File: config.mk
export PLATFORM = sky130hd
export DESIGN_NAME = data_derepeater_flat
export DESIGN_NICKNAME = d
export VERILOG_FILES = /design/src/rtl/rep_pkg.sv /design/src/rtl/data_derepeater_if.sv /design/src/rtl/rep_majority_voter.sv /design/src/rtl/data_derepeater.sv /design/src/flat_wrapper.sv
export SDC_FILE = /design/constraint.sdc
export NUM_CORES = 1
export LEC_CHECK = 0
export BUFFER_PORTS_ARGS = -buffer_cell sky130_fd_sc_hd__buf_2
export CAP_MARGIN = 30
export CORE_UTILIZATION = 55
export CTS_CLUSTER_SIZE = 25
export DETAILED_ROUTE_END_ITERATION = 10
export PLACE_DENSITY = 0.85
export RECOVER_POWER = 50
export SETUP_SLACK_MARGIN = 0.2
export SLEW_MARGIN = 20
export SYNTH_ARGS = -nofsm -noshare
export SYNTH_HDL_FRONTEND = slang
export SYNTH_SLANG_ARGS = --single-unit
File: constraint.sdc
create_clock -name i_clock -period 2 [get_ports i_clock]
set_input_delay 0.3 -clock i_clock [delete_from_list [all_inputs] [get_ports i_clock]]
set_output_delay 0.3 -clock i_clock [all_outputs]
set_load 0.005 [all_outputs]
File: src/rtl/rep_pkg.sv
// ---------------------------------------------------------------------------
// rep_pkg
//   Shared definitions for the bit repeater / derepeater pair.
//   - clog2 and width helpers used to size the chip, ones and bit counters
//   - default parameter values and the widths derived from them
//   - TIE_VALUE: the bit decided when an even repeat count splits evenly
//   - decide_bit: majority decision on a count of '1' chips
//   - state_e: derepeater word FSM states
// ---------------------------------------------------------------------------
package rep_pkg;

  // Bit decided when exactly half the chips are '1' (even N_REPT only).
  localparam logic TIE_VALUE = 1'b0;

  localparam int DEF_N_REPT     = 3;
  localparam int DEF_N_BITS_OUT = 8;

  // Ceiling log2; clog2(1) = 0.
  function automatic int clog2(input int value);
    int result;
    int rem;
    result = 0;
    rem    = value - 1;
    while (rem > 0) begin
      result++;
      rem = rem >> 1;
    end
    return result;
  endfunction

  // Counter holding 0..n-1, never narrower than one bit.
  function automatic int count_width(input int n);
    return (clog2(n) < 1) ? 1 : clog2(n);
  endfunction

  // Counter holding 0..n inclusive.
  function automatic int ones_width(input int n);
    return (clog2(n + 1) < 1) ? 1 : clog2(n + 1);
  endfunction

  localparam int DEF_CHIP_W = count_width(DEF_N_REPT);
  localparam int DEF_ONES_W = ones_width(DEF_N_REPT);
  localparam int DEF_BIT_W  = count_width(DEF_N_BITS_OUT);

  // Majority vote of 'ones' out of 'n' chips.
  function automatic logic decide_bit(input int ones, input int n);
    if (2 * ones == n) return TIE_VALUE;
    return (2 * ones > n);
  endfunction

  typedef enum logic {
    ACCUM = 1'b0,
    EMIT  = 1'b1
  } state_e;

endpackage

File: src/rtl/data_derepeater_if.sv
// ---------------------------------------------------------------------------
// data_derepeater_if
//   Chip-stream input and recovered-word output of the derepeater.
//   i_valid  chip present this cycle
//   i_bit    received chip
//   i_sync   frame start; aborts any partial word
//   o_bits   last completed word, MSB = first bit received
//   o_valid  one-cycle pulse when o_bits/o_error update
//   o_error  some bit of the word had non-unanimous chips
//   master: the chip source (drives i_*), slave: the derepeater.
// ---------------------------------------------------------------------------
interface data_derepeater_if #(
  parameter int N_BITS_OUT = 8
);
  logic                  i_valid;
  logic                  i_bit;
  logic                  i_sync;
  logic [N_BITS_OUT-1:0] o_bits;
  logic                  o_valid;
  logic                  o_error;

  modport master (
    output i_valid, i_bit, i_sync,
    input  o_bits, o_valid, o_error
  );

  modport slave (
    input  i_valid, i_bit, i_sync,
    output o_bits, o_valid, o_error
  );
endinterface

File: src/rtl/rep_majority_voter.sv
// ---------------------------------------------------------------------------
// rep_majority_voter
//   Counts chips of the current payload bit and votes on the last one.
//   clk, rst   clock, synchronous active-high reset
//   sync       restart: the chip of this cycle (if valid) is chip 0
//   valid      chip present
//   chip       chip value
//   bit_done   this cycle's chip completes a bit (combinational)
//   bit_value  majority decision for that bit
//   bit_mixed  the bit's chips were not unanimous
// ---------------------------------------------------------------------------
module rep_majority_voter
  import rep_pkg::*;
#(
  parameter int N_REPT = 3
) (
  input  logic clk,
  input  logic rst,
  input  logic sync,
  input  logic valid,
  input  logic chip,
  output logic bit_done,
  output logic bit_value,
  output logic bit_mixed
);

  localparam int CHIP_W = count_width(N_REPT);
  localparam int ONES_W = ones_width(N_REPT);

  logic [CHIP_W-1:0] chip_q;
  logic [CHIP_W-1:0] chip_eff;
  logic [ONES_W-1:0] ones_q;
  logic [ONES_W-1:0] ones_eff;
  logic [ONES_W-1:0] ones_next;

  // A sync cycle sees the counters as already cleared, so its own chip
  // is counted as chip 0 rather than continuing the aborted bit.
  always_comb begin
    // NOTE: every output of a combinational block gets a value on every
    // path; assigning defaults first keeps latches from being inferred.
    chip_eff  = '0;
    ones_eff  = '0;
    if (!sync) begin
      chip_eff = chip_q;
      ones_eff = ones_q;
    end
    ones_next = ones_eff + ONES_W'(chip);
    bit_done  = valid && (chip_eff == CHIP_W'(N_REPT - 1));
    bit_value = decide_bit(int'(ones_next), N_REPT);
    bit_mixed = (ones_next != '0) && (ones_next != ONES_W'(N_REPT));
  end

  // NOTE: sequential state uses non-blocking assignments so every flop
  // samples the pre-edge values regardless of statement order.
  always_ff @(posedge clk) begin
    if (rst) begin
      chip_q <= '0;
      ones_q <= '0;
    end else if (valid) begin
      if (bit_done) begin
        chip_q <= '0;
        ones_q <= '0;
      end else begin
        chip_q <= chip_eff + CHIP_W'(1);
        ones_q <= ones_next;
      end
    end else if (sync) begin
      chip_q <= '0;
      ones_q <= '0;
    end
  end

endmodule

File: src/rtl/data_derepeater.sv
// ---------------------------------------------------------------------------
// data_derepeater
//   Recovers words from a chip stream where each payload bit is repeated
//   N_REPT times, MSB first. Bits are decided by majority vote and packed
//   into N_BITS_OUT-bit words presented with a one-cycle o_valid pulse.
//   i_clock  system clock (rising edge)
//   i_reset  synchronous active-high reset, highest priority
//   bus      data_derepeater_if.slave: i_valid/i_bit/i_sync in,
//            o_bits/o_valid/o_error out
// ---------------------------------------------------------------------------
module data_derepeater
  import rep_pkg::*;
#(
  parameter int N_REPT     = 3,
  parameter int N_BITS_OUT = 8
) (
  input  logic               i_clock,
  input  logic               i_reset,
  data_derepeater_if.slave   bus
);

  localparam int BIT_W = count_width(N_BITS_OUT);

  logic                  bit_done;
  logic                  bit_value;
  logic                  bit_mixed;

  logic [BIT_W-1:0]      bit_q;
  logic [BIT_W-1:0]      bit_eff;
  logic                  err_q;
  logic                  err_eff;
  logic                  err_next;
  logic [N_BITS_OUT-1:0] shift_q;
  logic [N_BITS_OUT-1:0] shift_next;
  logic                  word_done;

  logic [N_BITS_OUT-1:0] bits_q;
  logic                  error_q;

  state_e                state_q;
  state_e                state_d;

  rep_majority_voter #(
    .N_REPT (N_REPT)
  ) u_voter (
    .clk       (i_clock),
    .rst       (i_reset),
    .sync      (bus.i_sync),
    .valid     (bus.i_valid),
    .chip      (bus.i_bit),
    .bit_done  (bit_done),
    .bit_value (bit_value),
    .bit_mixed (bit_mixed)
  );

  // Word assembly. As in the voter, a sync cycle starts from cleared
  // counters, so a word can never complete on the cycle it is aborted.
  always_comb begin
    bit_eff    = '0;
    err_eff    = 1'b0;
    if (!bus.i_sync) begin
      bit_eff = bit_q;
      err_eff = err_q;
    end
    // Truncating cast keeps the low N_BITS_OUT bits: the first bit
    // received drifts up to the MSB as later bits enter at the LSB.
    shift_next = N_BITS_OUT'({shift_q, bit_value});
    err_next   = err_eff | bit_mixed;
    word_done  = bit_done && (bit_eff == BIT_W'(N_BITS_OUT - 1));
  end

  // Word FSM: ACCUM while collecting, EMIT for the single pulse cycle.
  // Chips keep being accepted in EMIT. Staying in EMIT is only possible
  // when a whole word is a single chip (N_REPT = N_BITS_OUT = 1).
  always_comb begin
    state_d = state_q;
    unique case (state_q)
      ACCUM:   if (word_done) state_d = EMIT;
      EMIT:    state_d = word_done ? EMIT : ACCUM;
      default: state_d = ACCUM;
    endcase
  end

  always_ff @(posedge i_clock) begin
    if (i_reset) begin
      state_q <= ACCUM;
    end else begin
      state_q <= state_d;
    end
  end

  always_ff @(posedge i_clock) begin
    if (i_reset) begin
      bit_q   <= '0;
      err_q   <= 1'b0;
      shift_q <= '0;
      bits_q  <= '0;
      error_q <= 1'b0;
    end else if (bit_done) begin
      shift_q <= shift_next;
      if (word_done) begin
        bit_q   <= '0;
        err_q   <= 1'b0;
        bits_q  <= shift_next;
        error_q <= err_next;
      end else begin
        bit_q <= bit_eff + BIT_W'(1);
        err_q <= err_next;
      end
    end else if (bus.i_sync) begin
      bit_q <= '0;
      err_q <= 1'b0;
    end
  end

  assign bus.o_bits  = bits_q;
  assign bus.o_error = error_q;
  assign bus.o_valid = (state_q == EMIT);

endmodule

File: src/flat_wrapper.sv
// flat-port wrapper written by rule: the top's interface ports become plain ports
module data_derepeater_flat import rep_pkg::*;
#(
  parameter int N_REPT     = 3,
  parameter int N_BITS_OUT = 8
)
  (i_clock, i_reset, bus_i_valid, bus_i_bit, bus_i_sync, bus_o_bits, bus_o_valid, bus_o_error);
  data_derepeater_if #(.N_BITS_OUT(N_BITS_OUT)) bus_i ();
  input  logic i_clock;
  input  logic i_reset;
  input wire logic [$bits(bus_i.i_valid)-1:0] bus_i_valid;
  input wire logic [$bits(bus_i.i_bit)-1:0] bus_i_bit;
  input wire logic [$bits(bus_i.i_sync)-1:0] bus_i_sync;
  output wire logic [$bits(bus_i.o_bits)-1:0] bus_o_bits;
  output wire logic [$bits(bus_i.o_valid)-1:0] bus_o_valid;
  output wire logic [$bits(bus_i.o_error)-1:0] bus_o_error;
  assign bus_i.i_valid = bus_i_valid;
  assign bus_i.i_bit = bus_i_bit;
  assign bus_i.i_sync = bus_i_sync;
  assign bus_o_bits = bus_i.o_bits;
  assign bus_o_valid = bus_i.o_valid;
  assign bus_o_error = bus_i.o_error;
  data_derepeater #(.N_REPT(N_REPT), .N_BITS_OUT(N_BITS_OUT)) u_core (.i_clock(i_clock), .i_reset(i_reset), .bus(bus_i));
endmodule
==> flow_summary.json <==
{
  "status": "completed",
  "gr-usage-all-layers_pct": 21.58,
  "rsz0062_at_grt": "false",
  "start_kind": "flop",
  "hold_violations": 0,
  "fin_nets": 145,
  "setup_violations": 0,
  "drtIter0Drc": 18,
  "chipHeight_um": 47.05,
  "cap_violations": 0,
  "cpPeakStageDelay_ns": 0.59,
  "synth-simple-area-share_pct": 21.75,
  "hold_buffers": 0,
  "finalSetupTns_ns": 0,
  "relSlewSlack_pct": 48.50,
  "crit_path_cell_trace": "nand4bb_1 > clkbuf_1 > o21ai_0 > a21oi_1",
  "root_buffer": "clkbuf_4",
  "synthXorXnorAreaFrac_pct": 1.570,
  "peakVddDrop_mv": 0.5331,
  "cp.arrival_ns": 1.88,
  "hold_path.class": "input port to flop",
  "switching_share_pct": 23.34,
  "worstSkewPairLatency_ns": 0.32,
  "start_util_pct": 61.31,
  "fillers": 178,
  "fin_area_mm2": 0.001182,
  "grt_pass1_wl_um": 3318,
  "setup_ws_ns": 0.3696,
  "p_leak_nw": 0.4291,
  "synth_top_area_cell": "dfxtp_1",
  "die_area_mm2": 0.002213,
  "min_from": "bus_i_valid",
  "synth-compound-area-share_pct": 18.72,
  "syn-instance-count": 127,
  "clock_sinks": 25,
  "worst-setup-path-type": "flop to flop",
  "p_comb_share_pct": 5.2,
  "clkPwrFrac_pct": 29.6,
  "dieWidth_um": 47.05,
  "layout-drive-gt1-share_pct": 16.18,
  "placed_area_mm2": 0.001162,
  "path_max_fanout": 19,
  "p_int_w": 0.0005933,
  "rows": 15,
  "synth_top_family_by_area": "simple AND/OR/NAND/NOR gates",
  "cts_resized": 0,
  "worst_r2r_path_depth": 4,
  "io_buffers": 14,
  "netlist-cell-type-count": 33,
  "drc": 0,
  "cts_tree": "yes",
  "reg2reg_from": "u_core.u_voter.chip_q[0]",
  "min_to": "u_core.u_voter.chip_q[0]",
  "clk_pin_slew_ns": 0.14,
  "synth.avg_cell_area_um2": 8.788,
  "ys_ff_latch": 25,
  "gp_congestion": 0.7527,
  "min_delay_path_depth": 3,
  "pre_cts_ws_ns": 0.3232,
  "seqPwrFrac_pct": 65.2,
  "min_period_ns": 1.630,
  "grt_max_degree": 27,
  "powerDensity_mw_per_mm2": 654.5,
  "fmax_mhz": 613.3,
  "fin_skew_ns": 0.003812,
  "synth_edf_count": 0,
  "period_share_pct": 81.52,
  "synth_top_area_share_pct": 44.84,
  "overflow": 0,
  "synth_fa_ha_area_share_pct": 3.363,
  "synth.top_cells.by_count": "dfxtp_1, a21oi_1, nand2_1, nand3_1, o21ai_0",
  "antenna_cells": 0,
  "totalWireLength_um": 2024,
  "placeableCoreArea_mm2": 0.001821,
  "tightest_slew_ns": 0.7725,
  "cts_buffer_depth": 2,
  "drv_slew": 0,
  "synthFlopType": "dfxtp_1",
  "required_ns": 2.25,
  "synth_fp_nets": 135,
  "power.switching_w": 0.0001806,
  "antenna_found_initial": 0,
  "hpwl_um": 1345,
  "critPathSlowestCell": "clkbuf_1",
  "avgRoutedWirePerCell_um": 12.57,
  "ant_nets": 0,
  "yosys_warnings": 0,
  "htreeDepth": 1,
  "numCtsBuffers": 3,
  "synthTopCellsByArea": "dfxtp_1, a21oi_1, nand2_1, nand3_1, o21ai_0",
  "grt_pass1_vias": 768,
  "dr.pass1.iters": 4,
  "vias": 892,
  "syn_to_final_growth_pct": 5.941,
  "synthArstFlopShare_pct": 0,
  "muxShareOfSynthArea_pct": 2.803,
  "post_cts_buffers": 0,
  "cp-end-kind": "flop",
  "ff2ff_setup_slack_ns": 0.37,
  "netlist_area_mm2": 0.001116,
  "yosysMostFrequentCell": "dfxtp_1",
  "vias_per_cell": 5.540,
  "pin_count": 15,
  "worstReg2RegEnd": "u_core.bus.o_bits[7]",
  "yosysSeqAreaShare_pct": 44.84
}
## per-layer routing
metal  vias up  wire length [um]  global-route usage [%]
met5         -                 0                       0
met4         0                43                   12.57
met3         4                59                   2.308
met2        23              1010                   34.44
met1       406               911                   28.37
li1        459                 -                       -
## layout make-up
type	instances	area [um2]	share of cell area, %
timing repair buffer	16	75.07	6.349
sequential	25	500.5	42.33
tap	25	31.28	2.646
inverter	2	7.507	0.6349
clock inverter	1	7.507	0.6349
clock buffer	3	22.52	1.905
multi-input combinational	89	538.0	45.50
## registers in the layout, indices dropped and copies added, names as in the netlist
name	flops
u_core.bus.o_bits	8
u_core.shift_q	7
u_core.bit_q	3
u_core.u_voter.chip_q	2
u_core.u_voter.ones_q	2
u_core.bus.o_error	1
u_core.bus.o_valid	1
u_core.err_q	1
## critical path: cells and delay by family (launching register included)
kind	cells	cell delay, ns
flops	1	0.41
simple gates	1	0.14
compound gates	2	0.43
buf+inv	1	0.59
## through the flow
| step | total power, W | hold slack [ns] | cells | util, % |
|---|---|---|---|---|
| 2_1_floorplan | 0.0005483 | 0.4366 | 127 | - |
| 3_3_place_gp | 0.0005529 | 0.4451 | 157 | 63.85 |
| 3_5_place_dp | 0.0005551 | 0.4591 | 157 | 63.85 |
| 4_1_cts | 0.0007768 | 0.3018 | 161 | 65.50 |
| 5_1_grt | 0.0007986 | 0.3115 | 161 | 64.95 |
| 6_report | 0.0007739 | 0.3060 | 161 | 64.95 |
## power by group through the flow
stage                     Sequential [W]  Clock (W)  Combinational (W)
final                           0.000504   0.000229          0.0000405
after global routing            0.000505   0.000249          0.0000448
after floorplan                 0.000514          0          0.0000339
after CTS                       0.000504   0.000232          0.0000402
after detailed placement        0.000515          0          0.0000400
after global placement          0.000515          0          0.0000382
## kinds of logic after synthesis
family                   Yosys count
multiplexers                       3
AND/OR/NAND/NOR                   47
flip-flops                        25
adder cells (fa/ha/maj)            3
AO/OA/AOI/OAI                     34
buffers and inverters             13
XOR/XNOR                           2
## worst max path at each step
| stage | from | to |
|---|---|---|
| 2_1_floorplan | bus_i_sync | u_core.bus.o_error |
| 5_1_grt | u_core.u_voter.chip_q[0] | u_core.bus.o_bits[7] |
| 4_1_cts | u_core.bit_q[0] | u_core.bus.o_bits[7] |
| 3_5_place_dp | bus_i_sync | u_core.bus.o_error |
| 3_3_place_gp | bus_i_sync | u_core.bus.o_error |
| 6_report | u_core.u_voter.chip_q[0] | u_core.bus.o_bits[7] |
## placed cells by master (no fill, tap or decap), drive strengths merged
cell type / synthesis / routed
dfxtp: 25 / 25
nand2: 18 / 18
a21oi: 18 / 18
buf: 6 / 10
nand3: 9 / 9
o21ai: 9 / 9
clkbuf: 5 / 9
nor2b: 7 / 7
nor2: 5 / 5
ha: 3 / 3
inv: 2 / 2
nor3b: 2 / 2
mux2i: 2 / 2
nor3: 2 / 2
nand4bb: 1 / 1
and4bb: 1 / 1
xnor2: 1 / 1
a311oi: 1 / 1
a211oi: 1 / 1
a31oi: 1 / 1
nand2b: 1 / 1
nor4: 1 / 1
a31o: 1 / 1
o21bai: 1 / 1
xor2: 1 / 1
mux2: 1 / 1
o211ai: 1 / 1
o31ai: 1 / 1
clkinvlp: 0 / 1
Note: power is estimated with default switching activity, not from simulation.
